`config.mk`:
```
export PLATFORM = sky130hd
export DESIGN_NAME = uart_rx
export DESIGN_NICKNAME = d
export VERILOG_FILES = /design/src/rtl/uart_rx.sv
export SDC_FILE = /design/constraint.sdc
export NUM_CORES = 1
export LEC_CHECK = 0
export ABC_AREA = 1
export CAP_MARGIN = 20
export CORE_UTILIZATION = 25
export CTS_BUF_LIST = sky130_fd_sc_hd__clkbuf_4
export CTS_CLUSTER_DIAMETER = 80
export CTS_CLUSTER_SIZE = 16
export DETAILED_ROUTE_END_ITERATION = 8
export PLACE_DENSITY = 0.49
export SYNTH_ARGS = -nofsm -noshare
export SYNTH_HDL_FRONTEND = slang
export SYNTH_SLANG_ARGS = --single-unit
```
`constraint.sdc`:
```
create_clock -name clk -period 2 [get_ports clk]
set_clock_uncertainty 0.1 [all_clocks]
set_input_delay 0.5 -clock clk [delete_from_list [all_inputs] [get_ports clk]]
set_output_delay 0.5 -clock clk [all_outputs]
set_load 0.02 [all_outputs]
```
`src/rtl/uart_rx.sv`:
```
// UART receiver: 2-flop synchronised line, runtime frame format (7/8 data bits,
// optional parity, 1/2 stop bits), one-cycle valid strobe per received byte.
//
// state  | meaning
// IDLE   | line idle, waiting for a falling edge on rx_s
// START  | timing to start-bit mid-point, rejecting glitches
// DATA   | sampling data bits LSB-first
// PARITY | sampling the parity bit
// STOP1  | sampling the first stop bit
// STOP2  | sampling the second stop bit
// DONE   | publishing data and error flags for one cycle
// BREAK  | line held low after a frame, waiting for it to return high
module uart_rx #(
  parameter int BAUD_DIV = 868,
  parameter int HALF_DIV = BAUD_DIV / 2
) (
  input  logic       clk,
  input  logic       rst,
  input  logic       rx,
  input  logic       data_size,
  input  logic       stop_bit_size,
  input  logic       parity_en,
  input  logic [1:0] parity_mode,
  output logic [7:0] data_o,
  output logic       valid,
  output logic       ready,
  output logic       parity_err,
  output logic       frame_err
);

  localparam int CW = $clog2(BAUD_DIV);
  localparam logic [CW-1:0] FULL_CNT = CW'(BAUD_DIV - 1);
  localparam logic [CW-1:0] HALF_CNT = CW'(HALF_DIV - 1);

  localparam logic [2:0] IDLE   = 3'd0;
  localparam logic [2:0] START  = 3'd1;
  localparam logic [2:0] DATA   = 3'd2;
  localparam logic [2:0] PARITY = 3'd3;
  localparam logic [2:0] STOP1  = 3'd4;
  localparam logic [2:0] STOP2  = 3'd5;
  localparam logic [2:0] DONE   = 3'd6;
  localparam logic [2:0] BREAK  = 3'd7;

  logic [2:0]    state;
  logic          rx_m, rx_s, rx_d;
  logic [CW-1:0] cnt;
  logic [2:0]    bit_idx;
  logic [7:0]    shreg;
  logic          cfg_size, cfg_stop2, cfg_par_en;
  logic [1:0]    cfg_pmode;
  logic          perr, ferr;

  logic          fall;
  logic          sampling;
  logic          sample;
  logic          dpar;
  logic          par_exp;
  logic [2:0]    last_idx;

  always_comb begin
    fall     = rx_d & ~rx_s;
    sampling = (state == START) || (state == DATA) || (state == PARITY) ||
               (state == STOP1) || (state == STOP2);
    sample   = sampling && (cnt == ((state == START) ? HALF_CNT : FULL_CNT));
    last_idx = cfg_size ? 3'd6 : 3'd7;
    // In 7-bit mode the data ends up in shreg[7:1]; shreg[0] is stale.
    dpar     = cfg_size ? ^shreg[7:1] : ^shreg;
    case (cfg_pmode)
      2'b00:   par_exp = dpar;
      2'b01:   par_exp = ~dpar;
      2'b10:   par_exp = 1'b1;
      default: par_exp = 1'b0;
    endcase
    ready    = (state == IDLE);
  end

  always_ff @(posedge clk) begin
    if (!rst) begin
      rx_m       <= 1'b1;
      rx_s       <= 1'b1;
      rx_d       <= 1'b1;
      state      <= IDLE;
      cnt        <= '0;
      bit_idx    <= '0;
      shreg      <= '1;
      cfg_size   <= 1'b0;
      cfg_stop2  <= 1'b0;
      cfg_par_en <= 1'b0;
      cfg_pmode  <= 2'b00;
      perr       <= 1'b0;
      ferr       <= 1'b0;
      data_o     <= 8'h00;
      valid      <= 1'b0;
      parity_err <= 1'b0;
      frame_err  <= 1'b0;
    end else begin
      rx_m  <= rx;
      rx_s  <= rx_m;
      rx_d  <= rx_s;
      valid <= 1'b0;
      cnt   <= (sampling && !sample) ? cnt + 1'b1 : '0;
      case (state)
        IDLE: if (fall) begin
          state      <= START;
          cfg_size   <= data_size;
          cfg_stop2  <= stop_bit_size;
          cfg_par_en <= parity_en;
          cfg_pmode  <= parity_mode;
          perr       <= 1'b0;
          ferr       <= 1'b0;
        end
        START: if (sample) begin
          if (rx_s) state <= IDLE;
          else begin
            state   <= DATA;
            bit_idx <= '0;
          end
        end
        DATA: if (sample) begin
          shreg <= {rx_s, shreg[7:1]};
          if (bit_idx == last_idx) state <= cfg_par_en ? PARITY : STOP1;
          else bit_idx <= bit_idx + 1'b1;
        end
        PARITY: if (sample) begin
          if (rx_s != par_exp) perr <= 1'b1;
          state <= STOP1;
        end
        STOP1: if (sample) begin
          if (!rx_s) ferr <= 1'b1;
          state <= cfg_stop2 ? STOP2 : DONE;
        end
        STOP2: if (sample) begin
          if (!rx_s) ferr <= 1'b1;
          state <= DONE;
        end
        DONE: begin
          data_o     <= cfg_size ? {1'b0, shreg[7:1]} : shreg;
          parity_err <= perr;
          frame_err  <= ferr;
          valid      <= 1'b1;
          state      <= rx_s ? IDLE : BREAK;
        end
        BREAK: if (rx_s) state <= IDLE;
        default: state <= IDLE;
      endcase
    end
  end

endmodule

```
; ---- Yosys cells after proc, flatten, opt, wreduce, memory -nomap -nowiden
; Index checks and enable logic that the tools add are counted.
; Widths: inputs -> output; s select.
[word_totals]
ram_bits = 0
inputBits = 8
latch_bits = 0
mem_bits_ro = 0
mem_count = 0
elab_cells = 100
ff_bits = 45
[classes]
muxes = 31
n_bitwise = 3
n_div = 0
multipliers = 0
reduce_logical = 22
n_eq_ne = 25
magnitude_cmp = 0
n_shift = 0
addsub = 2
[ops]
columns = cell, count
row1 = $mux 3, 14
row2 = $pmux 3 s8, 1
row3 = $ne 2x2->1 const B, 9
row4 = $eq 3x3->1 const B, 4
row5 = $add 10x1->10 const B, 1
row6 = $eq 10x10->1, 1
row7 = $mux 10, 1
row8 = $mux 1, 8
row9 = $mux 8, 1
row10 = $ne 2x1->1 const B, 4
row11 = $reduce_and 4->1, 2
row12 = $reduce_and 8->1, 1
row13 = $reduce_xor 8->1, 1
row14 = $reduce_xor 7->1, 1
row15 = $eq 3x2->1 const B, 2
row16 = $pmux 3 s2, 1
row17 = $reduce_and 2->1, 3
row18 = $reduce_bool 2->1, 3
row19 = $reduce_and 5->1, 1
row20 = $logic_or 1x1->1, 4
row21 = $mux 2, 2
row22 = $pmux 1 s2, 2
row23 = $add 3x1->3 const B, 1
row24 = $eq 3x1->1 const B, 1
row25 = other kinds (12), 14

; ---- Longest topological paths before layout
[depth]
depth_word = 9
mapped_depth = 15
depth_no_buf = 14

; ---- Worst setup path before layout
; OpenSTA, ideal clock, no wires.
[synth_timing]
kind = register -> register
start = register state[0]
end = register shreg[5]
t_arrival_ns = 1.381
path_stages_with_launch = 12
n_path_buf = 2
slack_ns = 0.376
period_less_slack_ns = 1.624
cell_sequence = dfxtp_1 buf_4 nand2_2 nor2_4 nand4_2 a21oi_2 nand2_2 clkinv_2 nand2_2 buf_6 nand2_1 o211ai_2
[synth_via]
elab_chain_len = 7
elab_cells_between_ends = 13
cone_classes = eq/ne (6) / mux (1) / reduce/logical (6)
[synth_rtl]
columns = element, line_no
row1 = "start, declared", 44  ; logic [2:0] state;
row2 = "start signal, assigned", 121  ; if (bit_idx == last_idx) state <= cfg_par_en ? PARITY : STOP1;
row3 = "start signal, assigned", 130  ; state <= cfg_stop2 ? STOP2 : DONE;
row4 = "start signal, assigned", 141  ; state <= rx_s ? IDLE : BREAK;
row5 = "parallel branches: the longest is 6 deep, another holds $mux 10", --
row6 = $reduce_and 2->1 (no line) (*), --
row7 = "end signal, assigned", 120  ; shreg <= {rx_s, shreg[7:1]};
row8 = "end, declared", 48  ; logic [7:0] shreg;
; Every way passes the cells marked *.
; A chain may end at the register's enable or synchronous reset.

; ---- Worst setup path in the final report
[layout_timing]
start = register data_o[1]
end = output data_o[1]
[layout_rtl]
columns = element, line_no
row1 = "start, declared", 24  ; output logic [7:0] data_o,
row2 = "start signal, assigned", 137  ; data_o <= cfg_size ? {1'b0, shreg[7:1]} : shreg;
; No word-level cell between the ends.

==> impl_summary.md <==
Floorplanning
For this configuration, the core starts out at a cell density of 26.0%. The number of placement rows is 34. During I/O placement, the number of pins put on the boundary was 20.

The die span in y is 97.8 um. After floorplanning, the core was sized to cover 0.00881 sq mm. The floorplan die area is 0.00956 sq mm. In this run the horizontal extent of the chip is 97.8 um.

Timing
Setup repair after global routing left no endpoint under its margin. For the final routed database, the setup TNS stands at 0 ps. The transition time at the pin with the least slew margin is 481 ps. Setup violations remaining at the end of the flow were counted as 0. Across all setup checks in the final design, the least slack found is 80.9 ps. Static timing analysis puts the maximum clock frequency at 521 MHz. The number of failing hold endpoints at the final stage was 0.

The final-report max-slew violation count is 0. The share of the clock period used by the worst path is 96.0%. The worst max-slew margin expressed relative to the limit is 67.1%.

The clock period could shrink to 1920 ps.

Critical path
Data on the critical path arrives at its endpoint at 1320 ps. The combined buffer and inverter count along the critical path is 1. The cell type group with the largest total delay on the critical path is buffers and inverters. The type of element launching the critical path is a register. The slowest library cell on the worst path is clkdlybuf4s50_1. The critical path goes through clkdlybuf4s50_1. The critical path is of the register to primary output type.

For the worst setup path, the data required time is 1400 ps. The maximum net fanout on the critical path is 2. The worst setup path is captured at a primary output. On the worst path, the slowest cell contributes a delay of 620 ps.

Yosys
Of the synthesized area, sequential elements account for 39.3%. The synthesized design contains 0 enable-type register cells. Among all cell types in the netlist, the one instantiated most often is nand2_1. Sorting the synthesized cells by area gives the leading types as dfxtp_1 39%, nand2_1 16%, inv_1 5.1%, nor2_1 4.7%, o211ai_2 4.4%. In the synthesized netlist, the cells that appear most often are 97 x nand2_1, 45 x dfxtp_1, 31 x inv_1. The yosys synthesis warning count is 0. Counting flops and latches in the post-synthesis netlist gives 45. The cell taking the most area after synthesis is dfxtp_1.

Averaged over all synthesized cells, the footprint is 7.14 sq um. Synthesis produced 321 cells. The cell area after synthesis is 0.00229 sq mm. Among all flip-flop cells after synthesis, the most frequent one is dfxtp_1. Yosys mapped the design onto 39 distinct sky130hd cell types.

After synthesis, the share of flip-flops with an asynchronous set or reset is 0%. The synthesized net count is 331. Summed over its instances, the top area cell type makes up 39.3% of the synthesized netlist area.

Cells and area
The share of layout cells above drive strength 1 is 12.5%. The area growth from synthesis to final layout is 17.2%. Counting the fill cells in the layout gives 940. The count of antenna diodes in the layout is 0. The final design area excluding fillers is 0.00269 sq mm.

Once layout is complete, the cells apart from fillers number 453. The multi-input logic area is 0.00119 sq mm. The net total in the final layout is 354. The flip-flop and latch area is 901 sq um.

Place
Summed over all nets, the half-perimeter wirelength after detailed placement is 3650 um. The count of buffers added on input and output ports is 19. The number of instances in the placed design is 445. Routability-driven placement finished with a final weighted congestion of 0.876. The cell area after placement is 0.00263 sq mm. At the placement stage, the worst setup path has a slack of 98.6 ps.

Global routing
The via count of the first global-routing pass was 1865. The global-route wire length before repair is 8670 um. For this run the aggregate overflow at the end of global routing stands at 0. Entering global routing, the biggest net connects 19 pins. The number of antenna violations at the first check in global routing is 0. The global-route usage over all layers is 11.2%.

Status
The final reports fail on design-rule violations. The flow ran to the end, but the final reports show violations.

Clock tree
TritonCTS built the clock tree. CTS saw 45 sinks. The clock root buffer is clkbuf_4. No sink is reached through more buffers than the 2 on the longest clock path. The number of hold buffers added after CTS was 0. Buffers inserted during clock tree synthesis total 5. The later pin in the worst-skew pair is clocked with a latency of 350 ps. The clock transition time at the flip-flop clock pins of the worst setup and hold paths is 130 ps. The H-tree was split into 2 levels.

Hold path
The min-delay analysis places its worst path in the category register to register.

Detailed routing
After detailed routing, the number of remaining DRC violations is 2. The remaining antenna violation count is 0. The first detailed-routing pass took 6 iterations.

Dividing the detail-routed wire length by the instance count gives 11.0 um. The detailed router placed 2030 vias in this run. The routed design has 4980 um of wire. The DRC marker count from the first detailed-route iteration is 104. The via density per instance is 4.48.

Flow run
The number of max-cap violations is 0.

Power and ir drop
The leakage component of the power is 1.20 nW. Dividing total power by cell area gives a power density of 812 mW/mm^2. The largest voltage drop on the vdd net is 0.000331 V.
## path summary, 6_finish.rpt
check | cells past startpoint | startpoint | slack, ps | to
worst min-delay path | 1 | rx_m | 330 | rx_s
worst max register to register | 10 | state[0] | 140 | shreg[1]
worst min register to register | 1 | rx_m | 330 | rx_s
worst max-delay path | 1 | data_o[1] | 80 | data_o[1]
## stage by stage
stage / utilization (%) / power, W / hold WS (ps)
after floorplan: - / 0.00152 / 293
after global placement: 29.9 / 0.00176 / 295
after detailed placement: 29.9 / 0.00176 / 303
after CTS: 30.5 / 0.00224 / 335
after global routing: 30.5 / 0.00234 / 357
final: 30.5 / 0.00218 / 331
## where the power goes
part	internal (W)	switching, W
Clock	0.000167	0.000300
Combinational	0.000277	0.000411
Sequential	0.000975	0.0000524
## sequential cells by signal, summed over array words and instances (netlist names), 2 cells and up
| name | cells |
|---|---|
| cfg_pmode | 2 |
| shreg | 8 |
| cnt | 10 |
| bit_idx | 3 |
| state | 3 |
| data_o | 8 |
## cells by family after synthesis
logic type      after synthesis  synth area share (%)
fa+ha+maj                     2                  1.09
buf+inv                      46                  8.57
xor+xnor                      7                  2.67
flops                        45                  39.3
compound gates               56                  16.6
simple gates                165                  31.8
## layout by cell type (no fill, tap or decap), types with 2 or more instances in the layout
master           netlist  layout
a2111oi_0              2       2
a21oi_1               13      13
a21oi_2                2       2
a31oi_1                7       7
buf_4                  3       8
clkbuf_4               0       7
clkdlybuf4s50_1        0      17
dfxtp_1               45      45
ha_1                   2       2
inv_1                 31      31
nand2_1               97      97
nand2_2                4       4
nand3_1               16      16
nand4_1                5       5
nand4_2                2       2
nor2_1                29      29
nor3b_1                2       2
o211ai_2               8       8
o21ai_0               17      17
o21ai_1                4       4
or2_2                  2       2
xnor2_1                2       2
xor2_1                 5       5
## worst register-to-register path, delay by kind of cell (launching register included)
family	cells	cell delay (ps)
compound gates	2	220
flops	1	350
simple gates	6	810
buf+inv	2	270
## area by class of cell
| cell class | instances | area share (%) |
|---|---|---|
| inverter | 34 | 4.80 |
| clock buffer | 7 | 1.96 |
| tap | 108 | 5.03 |
| timing repair buffer | 28 | 9.96 |
| multi-input combinational | 230 | 44.5 |
| sequential | 45 | 33.5 |
| clock inverter | 1 | 0.279 |
## repair_timing
item                                    in CTS  in global routing
endpoints found under the setup margin       1                  2
resized for setup                            2                  2
buffers inserted                             0                  0
## metal layers
| layer | wire length (um) | vias to the layer above | part of all wire [%] | GRT usage, % |
|---|---|---|---|---|
| met4 | 78 | 0 | 1.6 | 4.20 |
| met2 | 2180 | 29 | 44 | 17.5 |
| li1 | - | 1087 | - | - |
| met1 | 2580 | 909 | 52 | 14.9 |
| met5 | 0 | - | 0 | 0 |
| met3 | 145 | 5 | 2.9 | 2.79 |
Power figures use the tool's default switching activity.
